## config.mk

```make
export PLATFORM = sky130hd
export DESIGN_NAME = mux_scan_reg_flat
export DESIGN_NICKNAME = d
export VERILOG_FILES = /design/src/rtl/mux_scan_reg_pkg.sv /design/src/rtl/mux_scan_reg_if.sv /design/src/rtl/mux_scan_reg_dwell_cnt.sv /design/src/rtl/mux_scan_reg.sv /design/src/flat_wrapper.sv
export SDC_FILE = /design/constraint.sdc
export NUM_CORES = 1
export LEC_CHECK = 0
export CAP_MARGIN = 40
export CORE_MARGIN = 2
export CORE_UTILIZATION = 40
export DETAILED_ROUTE_END_ITERATION = 8
export PLACE_DENSITY = 0.81
export SETUP_SLACK_MARGIN = 0.2
export SLEW_MARGIN = 20
export SYNTH_ARGS = -nofsm -noshare
export SYNTH_HDL_FRONTEND = slang
export SYNTH_SLANG_ARGS = --single-unit
```

## constraint.sdc

```tcl
create_clock -name clk -period 2.5 [get_ports clk]
set_input_delay 0.5 -clock clk [delete_from_list [all_inputs] [get_ports clk]]
set_output_delay 0.5 -clock clk [all_outputs]
set_load 0.02 [all_outputs]
```

## src/rtl/mux_scan_reg_pkg.sv

```systemverilog
// Shared types and helpers for the registered channel mux (package mux_pkg).
package mux_pkg;

    typedef enum logic [1:0] {
        IDLE   = 2'd0,
        MANUAL = 2'd1,
        SCAN   = 2'd2
    } mux_state_t;

    localparam logic MODE_MANUAL = 1'b0;
    localparam logic MODE_SCAN   = 1'b1;

    // Pointer/select width; never narrower than one bit.
    function automatic int sel_width(input int n);
        return (n <= 2) ? 1 : $clog2(n);
    endfunction

endpackage

```

## src/rtl/mux_scan_reg_if.sv

```systemverilog
// Control/data bundle for mux_scan_reg. sel_err exists only with MUX_SEL_ERR_EN.
interface mux_scan_reg_if #(
    parameter int N_IN = 6,
    parameter int W    = 1
);
    import mux_pkg::*;

    localparam int SELW = sel_width(N_IN);

    logic                en;
    logic                mode;
    logic                freeze;
    logic [SELW-1:0]     sel;
    logic [N_IN*W-1:0]   in_data;
    logic [N_IN-1:0]     in_valid;
    logic [W-1:0]        out_data;
    logic                out_valid;
    logic [SELW-1:0]     out_ch;
    logic                scan_wrap;
`ifdef MUX_SEL_ERR_EN
    logic                sel_err;
`endif

    modport master (
        output en, mode, freeze, sel, in_data, in_valid,
        input  out_data, out_valid, out_ch, scan_wrap
`ifdef MUX_SEL_ERR_EN
        , sel_err
`endif
    );

    modport slave (
        input  en, mode, freeze, sel, in_data, in_valid,
        output out_data, out_valid, out_ch, scan_wrap
`ifdef MUX_SEL_ERR_EN
        , sel_err
`endif
    );

endinterface

```

## src/rtl/mux_scan_reg_dwell_cnt.sv

```systemverilog
// Per-channel dwell counter: tick marks the last cycle of a channel's dwell.
module mux_dwell_cnt
    import mux_pkg::*;
#(
    parameter int DWELL = 4
) (
    input  logic clk,
    input  logic rst,
    input  logic clr,
    input  logic hold,
    output logic tick
);
    localparam int CW = sel_width(DWELL);
    localparam logic [CW-1:0] LAST = CW'(DWELL - 1);

    logic [CW-1:0] cnt;

    // clr wins over the wrap so a fresh scan always starts a full dwell.
    assign tick = (cnt == LAST) && !hold && !clr;

    always_ff @(posedge clk or posedge rst) begin
        if (rst)
            cnt <= '0;
        else if (clr)
            cnt <= '0;
        else if (!hold)
            cnt <= (cnt == LAST) ? '0 : cnt + 1'b1;
    end

endmodule

```

## src/rtl/mux_scan_reg.sv

```systemverilog
// Registered N_IN x W channel mux with manual select and auto-scan.
// Optional sticky out-of-range select flag under `MUX_SEL_ERR_EN.
module mux_scan_reg
    import mux_pkg::*;
#(
    parameter int N_IN  = 6,
    parameter int W     = 1,
    parameter int DWELL = 4
) (
    input  logic          clk,
    input  logic          rst,
    mux_scan_reg_if.slave bus
);
    localparam int SELW = sel_width(N_IN);
    localparam logic [SELW-1:0] PTR_LAST = SELW'(N_IN - 1);

    logic [N_IN-1:0][W-1:0] chan;
    assign chan = bus.in_data;

    mux_state_t      state, state_nxt;
    logic [SELW-1:0] ptr, ptr_nxt;
    logic            entering, hold, tick;

    logic [W-1:0]    data_q, data_nxt;
    logic            valid_q, valid_nxt;
    logic [SELW-1:0] ch_q, ch_nxt;
    logic            wrap_q, wrap_nxt;

    function automatic logic in_range(input logic [SELW-1:0] s);
        return 32'(s) < N_IN;
    endfunction

    always_ff @(posedge clk or posedge rst) begin
        if (rst) state <= IDLE;
        else     state <= state_nxt;
    end

    always_comb begin
        state_nxt = IDLE;
        if (bus.en)
            state_nxt = (bus.mode == MODE_SCAN) ? SCAN : MANUAL;
    end

    assign entering = (state_nxt == SCAN) && (state != SCAN);
    // Counter only runs while actively scanning; leaving SCAN keeps its value.
    assign hold     = (state_nxt != SCAN) || bus.freeze;

    mux_dwell_cnt #(.DWELL(DWELL)) u_dwell (
        .clk  (clk),
        .rst  (rst),
        .clr  (entering),
        .hold (hold),
        .tick (tick)
    );

    always_comb begin
        ptr_nxt   = ptr;
        ch_nxt    = ch_q;
        data_nxt  = '0;
        valid_nxt = 1'b0;
        wrap_nxt  = 1'b0;
        case (state_nxt)
            MANUAL: begin
                ch_nxt = bus.sel;
                if (in_range(bus.sel)) begin
                    data_nxt  = chan[bus.sel];
                    valid_nxt = bus.in_valid[bus.sel];
                end
            end
            SCAN: begin
                if (entering) begin
                    ptr_nxt = in_range(bus.sel) ? bus.sel : '0;
                end else if (tick) begin
                    if (ptr == PTR_LAST) begin
                        ptr_nxt  = '0;
                        wrap_nxt = 1'b1;
                    end else begin
                        ptr_nxt = ptr + 1'b1;
                    end
                end
                // Output follows the updated pointer, giving one-cycle latency.
                ch_nxt    = ptr_nxt;
                data_nxt  = chan[ptr_nxt];
                valid_nxt = bus.in_valid[ptr_nxt];
            end
            default: ;
        endcase
    end

    always_ff @(posedge clk or posedge rst) begin
        if (rst) begin
            ptr     <= '0;
            data_q  <= '0;
            valid_q <= 1'b0;
            ch_q    <= '0;
            wrap_q  <= 1'b0;
        end else begin
            ptr     <= ptr_nxt;
            data_q  <= data_nxt;
            valid_q <= valid_nxt;
            ch_q    <= ch_nxt;
            wrap_q  <= wrap_nxt;
        end
    end

    assign bus.out_data  = data_q;
    assign bus.out_valid = valid_q;
    assign bus.out_ch    = ch_q;
    assign bus.scan_wrap = wrap_q;

`ifdef MUX_SEL_ERR_EN
    logic err_q;

    always_ff @(posedge clk or posedge rst) begin
        if (rst)
            err_q <= 1'b0;
        else if (state_nxt == IDLE)
            err_q <= 1'b0;
        else if (state_nxt == MANUAL && !in_range(bus.sel))
            err_q <= 1'b1;
    end

    assign bus.sel_err = err_q;
`endif

endmodule

```

## src/flat_wrapper.sv

```systemverilog
// flat-port wrapper written by rule: the top's interface ports become plain ports
module mux_scan_reg_flat import mux_pkg::*;
#(
    parameter int N_IN  = 6,
    parameter int W     = 1,
    parameter int DWELL = 4
)
  (clk, rst, bus_en, bus_mode, bus_freeze, bus_sel, bus_in_data, bus_in_valid, bus_out_data, bus_out_valid, bus_out_ch, bus_scan_wrap);
  mux_scan_reg_if #(.N_IN(N_IN), .W(W)) bus_i ();
  input  logic clk;
  input  logic rst;
  input wire logic [$bits(bus_i.en)-1:0] bus_en;
  input wire logic [$bits(bus_i.mode)-1:0] bus_mode;
  input wire logic [$bits(bus_i.freeze)-1:0] bus_freeze;
  input wire logic [$bits(bus_i.sel)-1:0] bus_sel;
  input wire logic [$bits(bus_i.in_data)-1:0] bus_in_data;
  input wire logic [$bits(bus_i.in_valid)-1:0] bus_in_valid;
  output wire logic [$bits(bus_i.out_data)-1:0] bus_out_data;
  output wire logic [$bits(bus_i.out_valid)-1:0] bus_out_valid;
  output wire logic [$bits(bus_i.out_ch)-1:0] bus_out_ch;
  output wire logic [$bits(bus_i.scan_wrap)-1:0] bus_scan_wrap;
  assign bus_i.en = bus_en;
  assign bus_i.mode = bus_mode;
  assign bus_i.freeze = bus_freeze;
  assign bus_i.sel = bus_sel;
  assign bus_i.in_data = bus_in_data;
  assign bus_i.in_valid = bus_in_valid;
  assign bus_out_data = bus_i.out_data;
  assign bus_out_valid = bus_i.out_valid;
  assign bus_out_ch = bus_i.out_ch;
  assign bus_scan_wrap = bus_i.scan_wrap;
  mux_scan_reg #(.N_IN(N_IN), .W(W), .DWELL(DWELL)) u_core (.clk(clk), .rst(rst), .bus(bus_i));
endmodule
```

* Word level (Yosys, flattened, before mapping)
Cells that the tools add are included.
Widths: inputs -> output; s select.
** Word-level totals
- Register bits after elaboration :: 13
- Bits of input ports :: 20
- Output and inout port bits :: 6
- Word-level logic and storage cells :: 53
** Operators by class
- Add/subtract/negate cells :: 2
- $lt $le $gt $ge :: 3
- Equality and inequality tests :: 7
- Multiplexer cells :: 27
- Reductions and logical operators :: 7
** Operator list (count)
- $mux 3 :: 5
- $bmux 1 s3 :: 4
- $mux 1 :: 10
- $mux 2 :: 5
- $lt 3x4->1 const B :: 2
- $ne 2x2->1 const B :: 3
- $pmux 3 s2 :: 1
- $eq 2x2->1 const B :: 2
- $pmux 1 s2 :: 2
- $add 3x1->3 const B :: 1
- $eq 3x3->1 const B :: 1
- $logic_and 1x1->1 :: 3
- $lt 3x3->1 const B :: 1
- $add 2x1->2 const B :: 1
- $eq 2x1->1 const B :: 1
- $logic_not 1->1 :: 2
- $reduce_bool 2->1 :: 1
- $logic_or 1x1->1 :: 1

* Logic depth before layout (Yosys ltp)
Gate-level depths: netlist (run 1).
- Word-level depth :: 13
- Gate-level depth with buffers :: 8
- Gate-level depth less buffers :: 8

* Hierarchy
Synthesis (run 1) repeated with hierarchy kept, for this count alone.
** Second synthesis, totals
- Cell total of the unflattened synthesis :: 99
- Area total of the unflattened synthesis :: 889.6 um^2
** By module, submodules not included
- mux_scan_reg :: times used 1, cells an instance 89, area each 783.3 um^2, sequential area each 275.3 um^2
- mux_dwell_cnt :: times used 1, cells an instance 10, area each 106.4 um^2, sequential area each 50.0 um^2

* Least setup slack after synthesis (run 1)
Ideal clock, no wire load.
- Path type :: register -> register
- Start point :: register u_core.u_dwell.cnt[0]
- End point :: register u_core.valid_q, in the netlist u_core.bus.out_valid
- Setup time :: 0.123 ns
- Arrival :: 1.885 ns
- Required time :: 2.377 ns
- Setup slack :: 0.492 ns
- Stages on the path, launching flop included :: 9
- Buffers on the path :: 1
- Period minus slack after synthesis :: 2.008 ns
- Cells stage by stage :: dfrtp_1 ha_1 and4b_2 nand2_2 o221a_1 buf_6 mux4_2 a2bb2oi_1 a21oi_1
** On the way
- Word-level cells in the longest chain between the ends :: 9
** Ends and longest elaborated chain
- from (decl) :: RTL line mux_scan_reg_dwell_cnt.sv:16 : logic [CW-1:0] cnt;
- from (signal assigned) :: RTL line mux_scan_reg_dwell_cnt.sv:27 : cnt <= (cnt == LAST) ? '0 : cnt + 1'b1;
- $eq 2x2->1 :: RTL line mux_scan_reg_dwell_cnt.sv:19 : assign tick = (cnt == LAST) && !hold && !clr;
- $logic_and 1x1->1 (2 in series) :: RTL line mux_scan_reg_dwell_cnt.sv:19
- $mux 3 :: RTL line mux_scan_reg.sv:73 : end else if (tick) begin
- $mux 3 :: RTL line mux_scan_reg.sv:71 : if (entering) begin
- $mux 3 :: RTL line mux_scan_reg.sv:62 : case (state_nxt)
- $bmux 1 s3 :: RTL line mux_scan_reg.sv:84 : valid_nxt = bus.in_valid[ptr_nxt];
- $mux 1 (not written as such) :: RTL line mux_scan_reg.sv:84
- $pmux 1 s2 :: RTL line mux_scan_reg.sv:62
- via u_core.valid_nxt :: RTL line mux_scan_reg.sv:25 : logic valid_q, valid_nxt;
- to (signal assigned) :: RTL line mux_scan_reg.sv:100 : valid_q <= valid_nxt;
- to (decl) :: RTL line mux_scan_reg.sv:25
The timed path passes the listed nets, and every way through them passes these cells. The select of a mux whose other input is x is not followed.
A chain may end at the register's enable or synchronous reset.

* Worst setup path after layout (run 1)
- Start point :: input port bus_mode
- End point :: register u_core.valid_q, in the netlist u_core.bus.out_valid
** On the way
- Word-level cells in the longest chain between the ends :: 13
- Elaborated cells between the ends (all ways) :: 17
- Those cells by class :: eq/ne: 3; mux: 8; reduce/logical: 6
** Ends and longest elaborated chain
- from (decl) :: RTL line flat_wrapper.sv:13 : input wire logic [$bits(bus_i.mode)-1:0] bus_mode;
- $mux 2 * :: RTL line mux_scan_reg.sv:41 : state_nxt = (bus.mode == MODE_SCAN) ? SCAN : MANUAL;
- $mux 2 * :: RTL line mux_scan_reg.sv:40 : if (bus.en)
- $ne 2x2->1 :: RTL line mux_scan_reg.sv:46 : assign hold = (state_nxt != SCAN) || bus.freeze;
- $logic_or 1x1->1 :: RTL line mux_scan_reg.sv:46
- $logic_not 1->1
- $logic_and 1x1->1 (2 in series) :: RTL line mux_scan_reg_dwell_cnt.sv:19
- $mux 3 :: RTL line mux_scan_reg.sv:73
- $mux 3 :: RTL line mux_scan_reg.sv:71
- $mux 3 :: RTL line mux_scan_reg.sv:62
- $bmux 1 s3 :: RTL line mux_scan_reg.sv:84
- $mux 1 (not written as such) :: RTL line mux_scan_reg.sv:84
- $pmux 1 s2 * :: RTL line mux_scan_reg.sv:62
- via u_core.valid_nxt :: RTL line mux_scan_reg.sv:25
The timed path passes the listed nets; every way through them passes the cells marked *. The select of a mux whose other input is x is not followed.

==> results of run 1 <==
## state kept, by name (all words and copies together) (netlist names)
name / cells
u_core.u_dwell.cnt: 2
u_core.state: 2
u_core.bus.out_valid: 1
u_core.bus.scan_wrap: 1
u_core.bus.out_data: 1
u_core.ptr: 3
u_core.bus.out_ch: 3
## placed cells by master, fill, tap and decap left out, drive strengths merged
master and count:
nand2b 5, nand3b 1, o22ai 2, a21oi 8, buf 8, nor4 1, and3b 1, o221a 1
a21boi 2, inv 4, and2b 1, nor3b 1, o31a 1, nor2 5, nor2b 1, mux2i 7
nor3 1, o21ai 3, ha 1, clkinv 2, a31o 1, clkdlybuf4s50 25, and3 1, dfrtp 13
nand2 5, a2bb2oi 2, mux4 4, and4b 1, nand3 1, nand4b 2, clkbuf 3
## critical path, stage by stage
cell and delay (ns):
clkdlybuf4s50_1 0.52, nand2_1 0.11, a21oi_1 0.14, o221a_2 0.27, mux4_2 0.52, a2bb2oi_1 0.16
a21oi_1 0.09
## report_power, final
part	internal [mW]	switching, mW
combinational	0.118	0.0902
clock	0.0595	0.0767
sequential	0.234	0.0173
total	0.411	0.184
## final cells by class
class / count / area, sq um / area share
timing repair buffer: 33 / 310 / 0.259
sequential: 13 / 325 / 0.272
clock buffer: 3 / 22.5 / 0.0188
inverter: 5 / 20.0 / 0.0167
tap: 27 / 33.8 / 0.0282
clock inverter: 1 / 5.00 / 0.00418
multi-input combinational: 59 / 480 / 0.401
## synth_stat cells, drive strengths merged, types with 2 or more instances
master   number
buf           3
nand4b        2
mux2i         7
nand2         5
a21oi         8
mux4          4
o21ai         3
nor2          5
nand2b        5
a21boi        2
inv           4
o22ai         2
a2bb2oi       2
dfrtp        13
## timing repair
action                                  in CTS  in global routing
endpoints found under the hold margin        0                  0
resized for setup                            0                  1
endpoints found under the setup margin       0                  1
## routing by layer
metal | track usage | share of wire | vias to the layer above
met1 | 0.232 | 0.40 | 365
met2 | 0.364 | 0.53 | 27
met3 | 0.0625 | 0.044 | 7
met5 | 0 | 0 | -
met4 | 0.0946 | 0.026 | 0
li1 | - | - | 369
## stage by stage
stage | instance area, sq um | worst slack [ns] | hold WS, ns | utilization | setup TNS (ns)
2_1_floorplan | 873 | 0.492 | 0.377 | - | 0
3_3_place_gp | 1170 | 0.0456 | 0.476 | 0.584 | 0
3_5_place_dp | 1170 | -0.00979 | 0.494 | 0.584 | -0.00979
4_1_cts | 1200 | 0.291 | 0.508 | 0.598 | 0
5_1_grt | 1200 | 0.253 | 0.547 | 0.598 | 0
6_report | 1200 | 0.365 | 0.525 | 0.598 | 0
## path summary, 6_finish.rpt
check / startpoint / end / slack (ns) / cells past startpoint
setup / recovery: bus_mode / u_core.bus.out_valid / 0.36 / 7
hold / removal: rst / u_core.ptr[1] / 0.53 / 2
setup reg to reg: u_core.u_dwell.cnt[0] / u_core.bus.out_valid / 0.40 / 7
hold reg to reg: u_core.ptr[1] / u_core.bus.scan_wrap / 0.53 / 1
max in group asynchronous: rst / u_core.ptr[0] / 1.62 / 2
min in group clk: u_core.ptr[1] / u_core.bus.scan_wrap / 0.53 / 1
## logic make-up after synthesis
logic type	Yosys count	synth area share
fa+ha+maj	1	0.0143
flops	13	0.372
buf+inv	9	0.0773
compound gates	20	0.149
mux	11	0.183
simple gates	27	0.203
==> metrics list, run 1 <==
- The worst hold path belongs to the class primary input to async pin.
- Power density over cell area: 497 nW/um^2
* Final net count: 136
* Post-synthesis async set-or-reset flop share: 1.00
* Post-Layout Cell Count: 141
- TritonCTS created 3 clock buffers.
* Vias per std cell: 5.45
- Clock skew after layout: 0.00637 ns
- CP Capture Type: flop
- The worst setup path is of the primary input to flop kind.
* Global placement routability congestion: 0.906
- Setup repair after global routing left no endpoint under its margin.
- The die covers 2570 sq um.
- Number of distinct standard cells referenced by the synthesized netlist: 35
- Number of antenna repair diodes: 0
- Iteration-0 DRC count of the detailed router: 19
- Global route total overflow: 0
- For the pin with the worst max-slew slack, the measured transition is 0.516 ns.
- By area the synthesized netlist is led by dfrtp_1, mux4_2, mux2i_1.
* Fillers: 158
- In the finished design, the share of the clock period the worst path needs comes to 0.854.
- In this run, placement finished with an instance count of 137.
* Max-slew violation count: 0
- The worst setup path is launched from a primary input.
- Peak ir drop on the vdd network: 502 uV
- Post-Route WL: 2280 microns
- The share of synthesized area in the top cell type comes to 0.372.
- The die is 50.7 microns wide.
* Later-pin clock latency in the skew report: 0.29 ns
* Synthesized netlist net count: 102
- Counting flops with a built-in enable in the synthesized netlist gives 0.
- CTS built an H-tree with a depth of 1.
* Initial standard-cell utilization of the core: 0.436
* Number of port buffers: 25
- Result of the run: complete, no violations
- Buffers inserted to repair hold after CTS numbered 0.
- The first global-routing pass estimated 3830 microns of wire.
- The synthesized netlist occupies a cell area of 873 sq um.
* Sequential-to-total area share from yosys stat: 0.372
- Setup violations remaining at the end of the flow were counted as 0.
- Clock sink count: 13
- Clock tree synthesis selected as its root buffer the cell clkbuf_4.
- Clock-pin transition on the worst setup and hold timing paths: 0.09 ns
- The cell count after synthesis came out at 81.
* Number of core rows: 16
* Total DRC errors in the routed layout: 0
- Core region area: 2000 sq um
* Antenna violations before repair: 0
- Fraction of final layout cells sized beyond drive strength 1: 0.246
- TritonCTS built the clock tree.
- Per-cell routed wire length: 16.2 microns
- The design draws 0.596 mW.
* Post-route ant nets: 0
* Maximum number of pins on one net before global-route repair: 14
- Measured along the y axis, the die boundary spans 50.7 microns.
* Final Critical Period: 2.14 ns
- Relative max-transition margin: 0.656
- Max Buffers Root-to-Sink: 2
- During I/O placement, the number of pins put on the boundary was 26.
* Final hold violation count: 0
- Estimated wirelength of the detail-placed design: 1850 microns
- Overall via count from detail_route: 768
* Biggest fanout along the worst timing path: 4
- Total global-route track usage: 0.209
- Required time at the worst-slack endpoint: 2.68 ns
* Synth Flop Type: dfrtp_1
- Post-CTS Repair Setup Buffers: 0
* Leakage power of the design: 0.518 nW
- Synth Area per Inst: 10.8 sq um
- The largest total area in the synthesized netlist belongs to dfrtp_1.
* Highest achievable clock rate: 0.468 GHz
- Number of detailed-routing iterations run before antenna repair: 4
* P&R area growth vs syn: 37.1%
- The Yosys step of the flow raised 0 warnings.
* Total of max-cap violations: 0
* Worst EP arrival: 2.31 ns
- Via count of the first global-routing pass: 787
- The synthesized design contains 13 register bits.
(Power assumes the default switching activity.)
==> run 2: changes to the inputs <==
--- a/config.mk
+++ b/config.mk
@@ -8,6 +8,7 @@
 export CAP_MARGIN = 40
 export CORE_MARGIN = 2
 export CORE_UTILIZATION = 40
+export CTS_CLUSTER_DIAMETER = 50
 export DETAILED_ROUTE_END_ITERATION = 8
 export PLACE_DENSITY = 0.81
 export SETUP_SLACK_MARGIN = 0.2
==> results of run 2 <==
Same layout as run 1: the final DEF is identical, and so are final timing and power.
